==> config.mk <==
export PLATFORM = sky130hd
export DESIGN_NAME = seq101_frame_ctrl_flat
export DESIGN_NICKNAME = d
export VERILOG_FILES = /design/src/rtl/seq101_frame_ctrl_if.sv /design/src/rtl/seq101_frame_ctrl.sv /design/src/flat_wrapper.sv
export SDC_FILE = /design/constraint.sdc
export NUM_CORES = 1
export LEC_CHECK = 0
export ABC_AREA = 1
export CAP_MARGIN = 20
export CORE_UTILIZATION = 60
export DETAILED_ROUTE_END_ITERATION = 10
export DONT_BUFFER_PORTS = 1
export PLACE_DENSITY = 0.76
export SLEW_MARGIN = 20
export SYNTH_ARGS = -nofsm -noshare
export SYNTH_HDL_FRONTEND = slang
export SYNTH_SLANG_ARGS = --single-unit
==> constraint.sdc <==
create_clock -name clk -period 2.9 [get_ports clk]
set_clock_uncertainty 0.05 [all_clocks]
set_input_delay 0.29 -clock clk [delete_from_list [all_inputs] [get_ports clk]]
set_output_delay 0.29 -clock clk [all_outputs]
set_load 0.005 [all_outputs]
==> src/rtl/seq101_frame_ctrl_if.sv <==
// Word-in / frame-result handshake bundle for seq101_frame_ctrl.
// The master side is the producer/consumer; the slave side is the controller.
interface seq101_frame_ctrl_if #(
  parameter int DATA_W = 8,
  parameter int CNT_W  = 8
);
  logic              in_valid;
  logic [DATA_W-1:0] in_data;
  logic              in_last;
  logic              in_ready;
  logic              hit;
  logic              out_valid;
  logic [CNT_W-1:0]  out_count;
  logic              out_ready;

  modport master (
    output in_valid, in_data, in_last, out_ready,
    input  in_ready, hit, out_valid, out_count
  );

  modport slave (
    input  in_valid, in_data, in_last, out_ready,
    output in_ready, hit, out_valid, out_count
  );
endinterface

==> src/rtl/seq101_frame_ctrl.sv <==
// Frame controller: serializes words MSB-first through a non-overlapping
// "101" Mealy detector and reports a saturating per-frame match count.
module seq101_frame_ctrl #(
  parameter int DATA_W = 8,
  parameter int CNT_W  = 8
) (
  input logic clk,
  input logic rst,
  seq101_frame_ctrl_if.slave bus
);
  localparam int BC_W = $clog2(DATA_W);
  localparam logic [BC_W-1:0] BC_TOP = BC_W'(DATA_W - 1);
  localparam logic [CNT_W-1:0] CNT_MAX = '1;

  typedef enum logic [1:0] {
    IDLE   = 2'd0,
    SHIFT  = 2'd1,
    REPORT = 2'd2
  } state_e;

  typedef enum logic [1:0] {
    D0 = 2'd0,
    D1 = 2'd1,
    D2 = 2'd2
  } det_e;

  state_e            state_q, state_d;
  det_e              det_q, det_d;
  logic [DATA_W-1:0] sh_q, sh_d;
  logic [BC_W-1:0]   bc_q, bc_d;
  logic              last_q, last_d;
  logic [CNT_W-1:0]  mcnt_q, mcnt_d;
  logic              hit_q, hit_d;
  logic              in_ready_q, in_ready_d;
  logic              out_valid_q, out_valid_d;
  logic              bit_in;

  assign bit_in = sh_q[DATA_W-1];

  always_comb begin
    state_d = state_q;
    det_d   = det_q;
    sh_d    = sh_q;
    bc_d    = bc_q;
    last_d  = last_q;
    mcnt_d  = mcnt_q;
    hit_d   = 1'b0;
    unique case (state_q)
      IDLE: begin
        if (bus.in_valid) begin
          sh_d    = bus.in_data;
          last_d  = bus.in_last;
          bc_d    = BC_TOP;
          state_d = SHIFT;
        end
      end
      SHIFT: begin
        sh_d = sh_q << 1;
        bc_d = bc_q - 1'b1;
        unique case (det_q)
          D0: det_d = bit_in ? D1 : D0;
          D1: det_d = bit_in ? D1 : D2;
          D2: begin
            det_d = D0;
            if (bit_in) begin
              hit_d = 1'b1;
              if (mcnt_q != CNT_MAX) mcnt_d = mcnt_q + 1'b1;
            end
          end
          default: det_d = D0;
        endcase
        if (bc_q == '0) state_d = last_q ? REPORT : IDLE;
      end
      REPORT: begin
        if (bus.out_ready) begin
          state_d = IDLE;
          mcnt_d  = '0;
          det_d   = D0;
        end
      end
      default: state_d = IDLE;
    endcase
    // handshake flags follow the next state so they are true flops
    in_ready_d  = (state_d == IDLE);
    out_valid_d = (state_d == REPORT);
  end

  always_ff @(posedge clk) begin
    if (rst) begin
      state_q     <= IDLE;
      det_q       <= D0;
      sh_q        <= '0;
      bc_q        <= '0;
      last_q      <= 1'b0;
      mcnt_q      <= '0;
      hit_q       <= 1'b0;
      in_ready_q  <= 1'b1;
      out_valid_q <= 1'b0;
    end else begin
      state_q     <= state_d;
      det_q       <= det_d;
      sh_q        <= sh_d;
      bc_q        <= bc_d;
      last_q      <= last_d;
      mcnt_q      <= mcnt_d;
      hit_q       <= hit_d;
      in_ready_q  <= in_ready_d;
      out_valid_q <= out_valid_d;
    end
  end

  assign bus.in_ready  = in_ready_q;
  assign bus.hit       = hit_q;
  assign bus.out_valid = out_valid_q;
  assign bus.out_count = mcnt_q;
endmodule

==> src/flat_wrapper.sv <==
// flat-port wrapper written by rule: the top's interface ports become plain ports
module seq101_frame_ctrl_flat 
#(
  parameter int DATA_W = 8,
  parameter int CNT_W  = 8
)
  (clk, rst, bus_in_valid, bus_in_data, bus_in_last, bus_out_ready, bus_in_ready, bus_hit, bus_out_valid, bus_out_count);
  seq101_frame_ctrl_if #(.DATA_W(DATA_W), .CNT_W(CNT_W)) bus_i ();
  input logic clk;
  input logic rst;
  input wire logic [$bits(bus_i.in_valid)-1:0] bus_in_valid;
  input wire logic [$bits(bus_i.in_data)-1:0] bus_in_data;
  input wire logic [$bits(bus_i.in_last)-1:0] bus_in_last;
  input wire logic [$bits(bus_i.out_ready)-1:0] bus_out_ready;
  output wire logic [$bits(bus_i.in_ready)-1:0] bus_in_ready;
  output wire logic [$bits(bus_i.hit)-1:0] bus_hit;
  output wire logic [$bits(bus_i.out_valid)-1:0] bus_out_valid;
  output wire logic [$bits(bus_i.out_count)-1:0] bus_out_count;
  assign bus_i.in_valid = bus_in_valid;
  assign bus_i.in_data = bus_in_data;
  assign bus_i.in_last = bus_in_last;
  assign bus_i.out_ready = bus_out_ready;
  assign bus_in_ready = bus_i.in_ready;
  assign bus_hit = bus_i.hit;
  assign bus_out_valid = bus_i.out_valid;
  assign bus_out_count = bus_i.out_count;
  seq101_frame_ctrl #(.DATA_W(DATA_W), .CNT_W(CNT_W)) u_core (.clk(clk), .rst(rst), .bus(bus_i));
endmodule
* Word-level counts from Yosys, hierarchy flattened
Cells that the tools add are included.
** Word-level totals
- Flip-flop bits (word level) :: 27
- Word-level logic and storage cells :: 55
** Cells by class
- Add/sub/neg operators :: 2
- Bitwise logic cells :: 2
- Mux-type cells :: 20
- Equality and inequality tests :: 11
- Reduce and logical (&&, ||, !) cells :: 11
** Operators with widths (number)
- 2-to-1 mux 8 bit :: 5
- case mux 8 bit (2 select lines) :: 2
- 2-to-1 mux 2 bit :: 6
- adder 8 x 1 -> 8 bit (second input constant) :: 1
- != test 8 bit (second input constant) :: 1
- case mux 2 bit (2 select lines) :: 2
- == test 2 bit (second input constant) :: 3
- logical NOT 2 bit :: 3
- != test 2 bit (second input constant) :: 3
- case mux 2 bit (3 select lines) :: 1
- case mux 3 bit (2 select lines) :: 1
- AND reduction 2 bit :: 3
- AND reduction 5 bit :: 1
- == test 2 x 1 -> 1 bit (second input constant) :: 2
- != test 2 x 1 -> 1 bit (second input constant) :: 2
- nonzero test 2 bit :: 2
- logical NOT 3 bit :: 1
- 2-to-1 mux 3 bit :: 1
- OR reduction 3 bit :: 1
- subtractor 3 x 1 -> 3 bit (second input constant) :: 1
- 2-to-1 mux 1 bit :: 2
- inverter 1 bit :: 2

* Longest topological paths before layout
Gate-level depths: netlist of the first run.
- Word-level depth :: 5
- Mapped depth :: 10
- Mapped depth without buffers :: 10

* Least setup slack after synthesis of the first run
Ideal clock, no wire load.
- Kind :: flip-flop to flip-flop
- From :: reg u_core.mcnt_q[0], in the netlist u_core.bus.out_count[0]
- To :: reg u_core.mcnt_q[6], in the netlist u_core.bus.out_count[6]
- Path slack :: 1.472 ns
- Arrival :: 1.266 ns
- Setup time :: 0.113 ns
- Path buffers :: 0
- Stages on the path, launching flop included :: 11
- Cell sequence :: dfxtp_1 > ha_1 > nand2_1 > nor2_2 > nand2_1 > nand2_2 > nand2_4 > nand2_4 > inv_1 > nor2_1 > nor2_1
** Between the ends
- Word-level cells in the longest chain between the ends :: 5
- Elaborated cells between the ends (all ways) :: 8
** RTL lines
- start: declaration :: line seq101_frame_ctrl.sv:32 : logic [CNT_W-1:0] mcnt_q, mcnt_d;
- start signal: assignment :: line seq101_frame_ctrl.sv:105 : mcnt_q <= mcnt_d;
- adder 8 x 1 -> 8 bit :: line seq101_frame_ctrl.sv:67 : if (mcnt_q != CNT_MAX) mcnt_d = mcnt_q + 1'b1;
- 2-to-1 mux 8 bit :: line seq101_frame_ctrl.sv:67
- 2-to-1 mux 8 bit :: line seq101_frame_ctrl.sv:65 : if (bit_in) begin
- 2-to-1 mux 8 bit :: line seq101_frame_ctrl.sv:60 : unique case (det_q)
- case mux 8 bit (2 select lines) :: line seq101_frame_ctrl.sv:48 : unique case (state_q)
Several ways; a longest one is shown, not always the timed one. The select of a mux whose other input is x is not followed.
A chain may end at the register's enable or synchronous reset.

* Worst setup path after layout of the first run
- From :: reg u_core.mcnt_q[0], in the netlist u_core.bus.out_count[0]
- To :: reg u_core.mcnt_q[0], in the netlist u_core.bus.out_count[0]
Same word-level chain as after synthesis.

==> qor.yml, run 1 <==
die_y_um: 48.5
yosysSeqAreaShare_pct: 41.7
yosysMostFrequentCell: "nand2_1"
cp.arrival_ps: 1860
drive_above_1_share_pct: 7.37
synth_edf_count: 0
clockPowerShare_pct: 23.6
start_util_pct: 64.7
rr_startpoint: "u_core.bus.out_count[0]"
core-area_um2: 2000
worstSetupEndpointType: "flip-flop"
grt_pass1_vias: 1066
cts_root_buf: "clkbuf_4"
fmax_mhz: 595
clkTransAtPathRegs_ps: 140
drt_iter0_drc: 31
pwr-share-seq_pct: 60.6
synth_cell_types: 27
holdCritStartpoint: "bus_in_last"
firstDrtPassIters: 4
via_per_inst: 5.29
cts_tree: "built"
die_area_um2: 2350
critical_path_class: "reg2reg"
area_growth_pct: 3.38
status: "finished clean"
grt_pass1_wl_um: 4350
syn-instance-count: 189
critPathRequiredTime_ps: 3080
hold_depth: 2
finalHoldViolations: 0
syn_area_um2: 1290
setup_violations: 0
syn_area_per_cell_um2: 6.85
power_w: 0.000686
rsz0062_at_grt: "false"
cts.hold.buffers_added: 1
placed_cell_area_um2: 1300
ys.flop_type: "dfxtp_1"
cts_sinks: 27
synthTopCellsByCount: "nand2_1 (47), nor2_1 (33), dfxtp_1 (27)"
intPower_w: 0.000488
switchingPower_w: 0.000198
synth_nets: 205
die_x_um: 48.5
final_util_pct: 66.9
postLayoutCellArea_um2: 1340
ys_ff_latch: 27
ant_nets: 0
drc: 0
p_sw_share_pct: 28.9
globalRouteOverflowTotal: 0
place_hpwl_um: 1860
synthArstFlopShare_pct: 0
row_count: 16
slew_violations: 0
vias: 1147
p_leak_nw: 0.603
cap_violations: 0
ioPinCount: 24
nNetsFinal: 207
r2r_end: "u_core.bus.out_count[0]"
grt_max_degree: 17
synth_top_area_share_pct: 41.7
crit_fanout: 8
worst_r2r_path_depth: 10
cts.path.max_buffers: 2
worstMarginPinSlew_ps: 675
worst_hold_path_type: "in2reg"
io_buffers: 0
n_antenna_cell: 0
grt_usage_pct: 24.0
clk_latency_ps: 320
cp-start-kind: "flip-flop"
ir_worst_vdd_mv: 0.327
power_density_nw_per_um2: 513
finalSetupTns_ps: 0
reg2reg_slack_ps: 1220
ctsResizeCount: 0
finalCritPeriodShare_pct: 58.0
gp_congestion: 0.869
fin_crit_ps: 1680
wirelength_um: 2600
comb_power_share_pct: 15.8
synth_area_leaders: "dfxtp_1 (42%), nand2_1 (14%), nor2_1 (9.6%)"
cts_setup_buffers: 0
cts_buffers: 3
antenna_found_initial: 0
wl_per_cell_um: 12.0
synth_area_leader_cell: "dfxtp_1"
min_to: "u_core.last_q"
cts_max_level: 1
maxSlewHeadroom_pct: 54.9
synth_warnings: 0
==> registers in the layout, indices dropped and copies added, names as in the netlist, 2 cells and up <==
register / cells
u_core.det_q: 2
u_core.bc_q: 3
u_core.sh_q: 8
u_core.state_q: 2
u_core.bus.out_count: 8
==> cells by family after synthesis <==
group	after synthesis	synth area share (%)
flip-flops	27	41.7
buffers and inverters	28	8.99
AND/OR/NAND/NOR	100	32.6
adder cells (fa/ha/maj)	3	2.90
AO/OA/AOI/OAI	31	13.8
==> through the flow <==
stage / hold WS, ps / instances / worst slack [ps]
3_5_place_dp: 309 / 212 / 1270
2_1_floorplan: 375 / 189 / 1470
4_1_cts: 45.5 / 217 / 1240
5_1_grt: 58.5 / 217 / 1090
6_report: 44.1 / 217 / 1220
3_3_place_gp: 307 / 212 / 1360
==> per-layer routing <==
| metal | global-route usage [%] | part of all wire [%] |
|---|---|---|
| met1 | 26.8 | 43 |
| met2 | 43.9 | 50 |
| met3 | 4.72 | 5.0 |
| met4 | 10.3 | 2.2 |
| met5 | 0 | 0 |
==> area by class of cell <==
class	count	area (um^2)
timing repair buffer	1	10.0
tap	27	33.8
sequential	27	541
fill	189	663
multi-input combinational	134	638
inverter	24	90.1
clock buffer	4	26.3
==> cell usage in the layout, fill, tap and decap left out, drive strengths merged, types with 2 or more instances in the layout <==
cell	n
clkbuf	4
a21oi	15
nor2	34
a211oi	2
nand2	51
a31oi	3
dfxtp	27
nor3	2
inv	23
o21ai	8
ha	3
nand3	10
==> power groups by stage <==
stage	registers (W)	clock network [W]	logic, W
global placement	0.000423	0	0.000100
floorplan	0.000419	0	0.0000940
detailed placement	0.000424	0	0.000104
global route	0.000419	0.000179	0.000127
CTS	0.000416	0.000166	0.000109
finish	0.000416	0.000162	0.000109
==> worst max-delay path, cell delays in order, from the launching register on <==
cell	delay, ps
dfxtp_1	480
ha_1	240
nand2_1	90
nor2_2	160
nand2_1	80
nand2_2	80
nand2_4	80
nand2_4	110
inv_1	60
nor2_1	110
nor2_1	50
==> how the worst max path moves through the flow <==
stage,slack [ps],end,depth (start not counted),from
floorplan,1470,u_core.bus.out_count[6],10,u_core.bus.out_count[0]
global placement,1360,u_core.bus.out_count[6],10,u_core.bus.out_count[0]
detailed placement,1270,u_core.bus.out_count[0],10,u_core.bus.out_count[0]
CTS,1240,u_core.bus.out_count[0],10,u_core.bus.out_count[0]
global route,1090,u_core.bus.out_count[0],10,u_core.bus.out_count[0]
finish,1220,u_core.bus.out_count[0],10,u_core.bus.out_count[0]
(Power assumes the default switching activity.)
==> run 2: changes to the inputs <==
CORE_UTILIZATION = 55   (was 60)
PLACE_DENSITY = 0.73   (was 0.76)
clock period = 1.5 ns   (was 2.9 ns; I/O delays follow)
==> run 2 against run 1 <==
Utilization increased by 2.7 points. Sequential power increased by 93%. Routed wire length increased by 9.5%. Largest cell class unchanged.
==> qor.yml, run 2 (synthesized netlist as in run 1, its figures left out) <==
status: "finished clean"
cts_buffers: 3
cp.arrival_ps: 1640
worstSetupEndpointType: "flip-flop"
maxSlewHeadroom_pct: 57.6
holdWs_ps: 3.21
layout_commonest_cell: "nand2_1"
worst_hold_path_type: "in2reg"
die_x_um: 50.5
postLayoutCellArea_um2: 1540
ir_worst_vdd_mv: 0.851
crit_buf_inv: 2
cp-start-kind: "flip-flop"
die_area_um2: 2550
placed_cell_area_um2: 1360
vias: 1276
place_hpwl_um: 1980
antenna_found_initial: 0
area_growth_pct: 18.8
cts_sinks: 27
grt_max_degree: 17
grt_usage_pct: 24.4
grt_pass1_wl_um: 4730
slowest_delay_ps: 360
globalRouteOverflowTotal: 0
fin_crit_ps: 1420
power_density_nw_per_um2: 887
cts_tree: "built"
wl_per_cell_um: 12.0
finalHoldViolations: 0
clkTransAtPathRegs_ps: 140
cp_cell_sequence: "ha_4 -> nand2_4 -> nor2_4 -> buf_4 -> buf_4 -> a21oi_1 -> nand2_1 -> nand3_1 -> nand2_1 -> nor2_1"
power_w: 0.00136
worstMarginPinSlew_ps: 634
core-area_um2: 2210
worstSetupStartpoint: "u_core.bus.out_count[1]"
crit_fanout: 3
critical_path_class: "reg2reg"
final_cell_mix: "nand2_1 (46), nor2_1 (32), dfxtp_1 (24)"
fmax_mhz: 706
nFillCells: 211
cts_max_level: 1
pre_cts_slack_ps: 20.5
rr_startpoint: "u_core.bus.out_count[1]"
gp_congestion: 0.790
ant_nets: 0
wirelength_um: 2850
clk_latency_ps: 320
p_leak_nw: 0.710
drc: 0
drive_above_1_share_pct: 16.3
ioPinCount: 24
cts_root_buf: "clkbuf_4"
drt_iter0_drc: 35
holdCritStartpoint: "bus_in_data[3]"
crit_slowest_cell: "dfxtp_2"
grt_pass1_vias: 1108
setup_violations: 0
die_y_um: 50.5
row_count: 17
setup_slack_ps: 83.0
cap_violations: 0
cts.path.max_buffers: 2
firstDrtPassIters: 4
via_per_inst: 5.38
n_antenna_cell: 0
start_util_pct: 58.5
slew_violations: 0
finalCritPeriodShare_pct: 94.5
io_buffers: 0
nNetsFinal: 226
critPathRequiredTime_ps: 1720
path_delay_family: "simple AND/OR/NAND/NOR gates"
==> run 2: per-stage QoR <==
stage          instances  util (%)  setup TNS (ps)
2_1_floorplan        189         -               0
4_1_cts              233      66.5               0
3_3_place_gp         221      61.7               0
3_5_place_dp         221      61.7               0
5_1_grt              237      69.6           -74.3
6_report             237      69.6               0
==> run 2: worst reg2reg max path: stages (launching register included) <==
cell and delay, ps:
dfxtp_2 360, ha_4 170, nand2_4 80, nor2_4 40
buf_4 130, buf_4 120, a21oi_1 140, nand2_1 80
nand3_1 80, nand2_1 50, nor2_1 80
==> run 2: what timing repair did <==
item	4_1_cts	5_1_grt
gates cloned	0	0
setup endpoints to repair	1	11
resized for setup	0	13
hold buffers	8	0
buffers inserted	0	4
endpoints found under the hold margin	19	0
pin swaps	1	5
==> run 2: worst paths after layout <==
check / end / slack, ps / cells after the start
max: u_core.bus.out_count[6] / 80 / 10
min: u_core.sh_q[3] / 3 / 2
min reg2reg: u_core.sh_q[0] / 420 / 2
max reg2reg: u_core.bus.out_count[6] / 80 / 10
==> run 2: power breakdown <==
| part | total (W) | switching [W] | internal (W) |
|---|---|---|---|
| sequential | 0.000804 | 0.0000344 | 0.000769 |
| combinational | 0.000263 | 0.000157 | 0.000105 |
| clock | 0.000299 | 0.000195 | 0.000104 |
| total | 0.00136 | 0.000386 | 0.000979 |
==> run 2: routing by layer <==
layer | global-route usage, % | wire length, um
met5 | 0 | 0
met4 | 9.72 | 49
met3 | 2.73 | 135
met2 | 45.6 | 1450
met1 | 28.0 | 1210
==> run 2: cell type report <==
cell class,count,area [um^2],share of cell area (%)
Multi-Input combinational cell,134,671,43.6
Inverter,24,92.6,6.02
Tap cell,28,35.0,2.28
Sequential cell,27,544,35.4
Timing Repair Buffer,20,170,11.1
Clock buffer,4,26.3,1.71
==> run 3: changes to the inputs <==
GPL_TIMING_DRIVEN = 0   (was not set)
==> run 3 against run 2 <==
Clock power barely moved. Cell count down 3.4%. Die area stayed put. Clock-buffer cell count did not move. Utilization fell by 3.2 points. Critical path depth fell by 1. Routed wire length down 0.70%. Sequential power grew 0.7%. Cell area is 4.6% lower. Combinational power fell by 6%.
==> qor.yml, run 3 (synthesized netlist as in run 1, its figures left out) <==
cp-start-kind: "flip-flop"
cp_cell_sequence: "ha_4 -> nand2_2 -> nor2_2 -> nand2_1 -> nand2_2 -> nand2_4 -> buf_6 -> nand3_1 -> a21oi_2"
worstMarginPinSlew_ps: 539
crit_fanout: 6
cp.arrival_ps: 1590
comb_power_share_pct: 18.2
finalCritPeriodShare_pct: 96.7
dpl.cell_count: 217
path_delay_family: "simple AND/OR/NAND/NOR gates"
firstDrtPassIters: 4
cts_max_level: 1
die_x_um: 50.5
drt_iter0_drc: 40
cts_root_buf: "clkbuf_4"
final_cell_mix: "nand2_1 (45), nor2_1 (32), dfxtp_1 (23)"
cts.path.max_buffers: 2
grt_max_degree: 15
n_antenna_cell: 0
row_count: 17
area_growth_pct: 13.3
worst_hold_path_type: "in2reg"
holdWs_ps: 6.52
status: "finished clean"
nNetsFinal: 218
power_density_nw_per_um2: 924
grt_pass1_vias: 1075
die_area_um2: 2550
ant_nets: 0
p_leak_nw: 0.649
crit_buf_inv: 1
clk_latency_ps: 310
switchingPower_w: 0.000388
rr_startpoint: "u_core.bus.out_count[0]"
ir_worst_vdd_mv: 0.761
cts_buffers: 3
drive_above_1_share_pct: 13.9
reg2reg_slack_ps: 50
fin_crit_ps: 1450
antenna_found_initial: 0
clockPowerShare_pct: 22.1
setup_violations: 0
grt_pass1_wl_um: 4330
worstSetupEndpointType: "flip-flop"
cpMostUsedCell: "nand2_2"
power_w: 0.00136
cts_tree: "built"
via_per_inst: 5.24
wl_per_cell_um: 12.3
wirelength_um: 2830
crit_slowest_cell: "dfxtp_4"
final_cells: 229
holdCritStartpoint: "bus_in_data[1]"
critical_path_class: "reg2reg"
intPower_w: 0.000968
core-area_um2: 2210
io_buffers: 0
maxSlewHeadroom_pct: 64.0
slew_violations: 0
die_y_um: 50.5
rsz0062_at_grt: "true"
cap_violations: 0
drc: 0
place_hpwl_um: 1960
p_sw_share_pct: 28.6
ioPinCount: 24
finalHoldViolations: 0
gp_congestion: 0.787
pwr-share-seq_pct: 59.7
critPathRequiredTime_ps: 1640
postLayoutCellArea_um2: 1470
globalRouteOverflowTotal: 0
clkTransAtPathRegs_ps: 140
grt_usage_pct: 22.5
fmax_mhz: 690
vias: 1201
worstSetupStartpoint: "u_core.bus.out_count[0]"
finalSetupTns_ps: 0
layout_commonest_cell: "nand2_1"
slowest_delay_ps: 420
start_util_pct: 58.5
cts_sinks: 27
placed_cell_area_um2: 1330
run 3: repair_timing:
item	4_1_cts	5_1_grt
setup endpoints to repair	8	8
hold buffers	5	0
hold endpoints to repair	5	0
buffers inserted	1	2
resized for setup	3	11
pin swaps	1	6
run 3: final cells by class:
cell class,instances,area (um^2)
fill,205,744
sequential,27,551
multi-input combinational,134,663
buffer,4,26.3
tap,28,35.0
clock buffer,4,26.3
inverter,24,90.1
timing repair buffer,8,76.3
run 3: final timing paths:
path	cells past startpoint	to
worst min-delay path	2	u_core.sh_q[1]
worst max register to register	9	u_core.bus.out_count[2]
worst max-delay path	9	u_core.bus.out_count[2]
worst min register to register	2	u_core.sh_q[0]
run 3: stage by stage:
stage	worst slack [ps]	utilization, %
after floorplan	71.7	-
after global placement	-103	60.1
after detailed placement	-130	60.1
after CTS	1.99	64.1
after global routing	-60.9	66.3
final	50.1	66.3
run 3: power by group through the flow:
stage,Sequential (W),Clock (W),Combinational [W]
2_1_floorplan,0.000811,0,0.000182
3_3_place_gp,0.000817,0,0.000216
3_5_place_dp,0.000820,0,0.000224
4_1_cts,0.000805,0.000310,0.000235
5_1_grt,0.000816,0.000343,0.000282
6_report,0.000810,0.000300,0.000247
run 3: layer usage:
layer | track usage (%) | share of wire (%)
met1 | 25.9 | 43
met2 | 42.0 | 52
met3 | 4.24 | 4.1
met4 | 6.02 | 0.60
met5 | 0 | 0
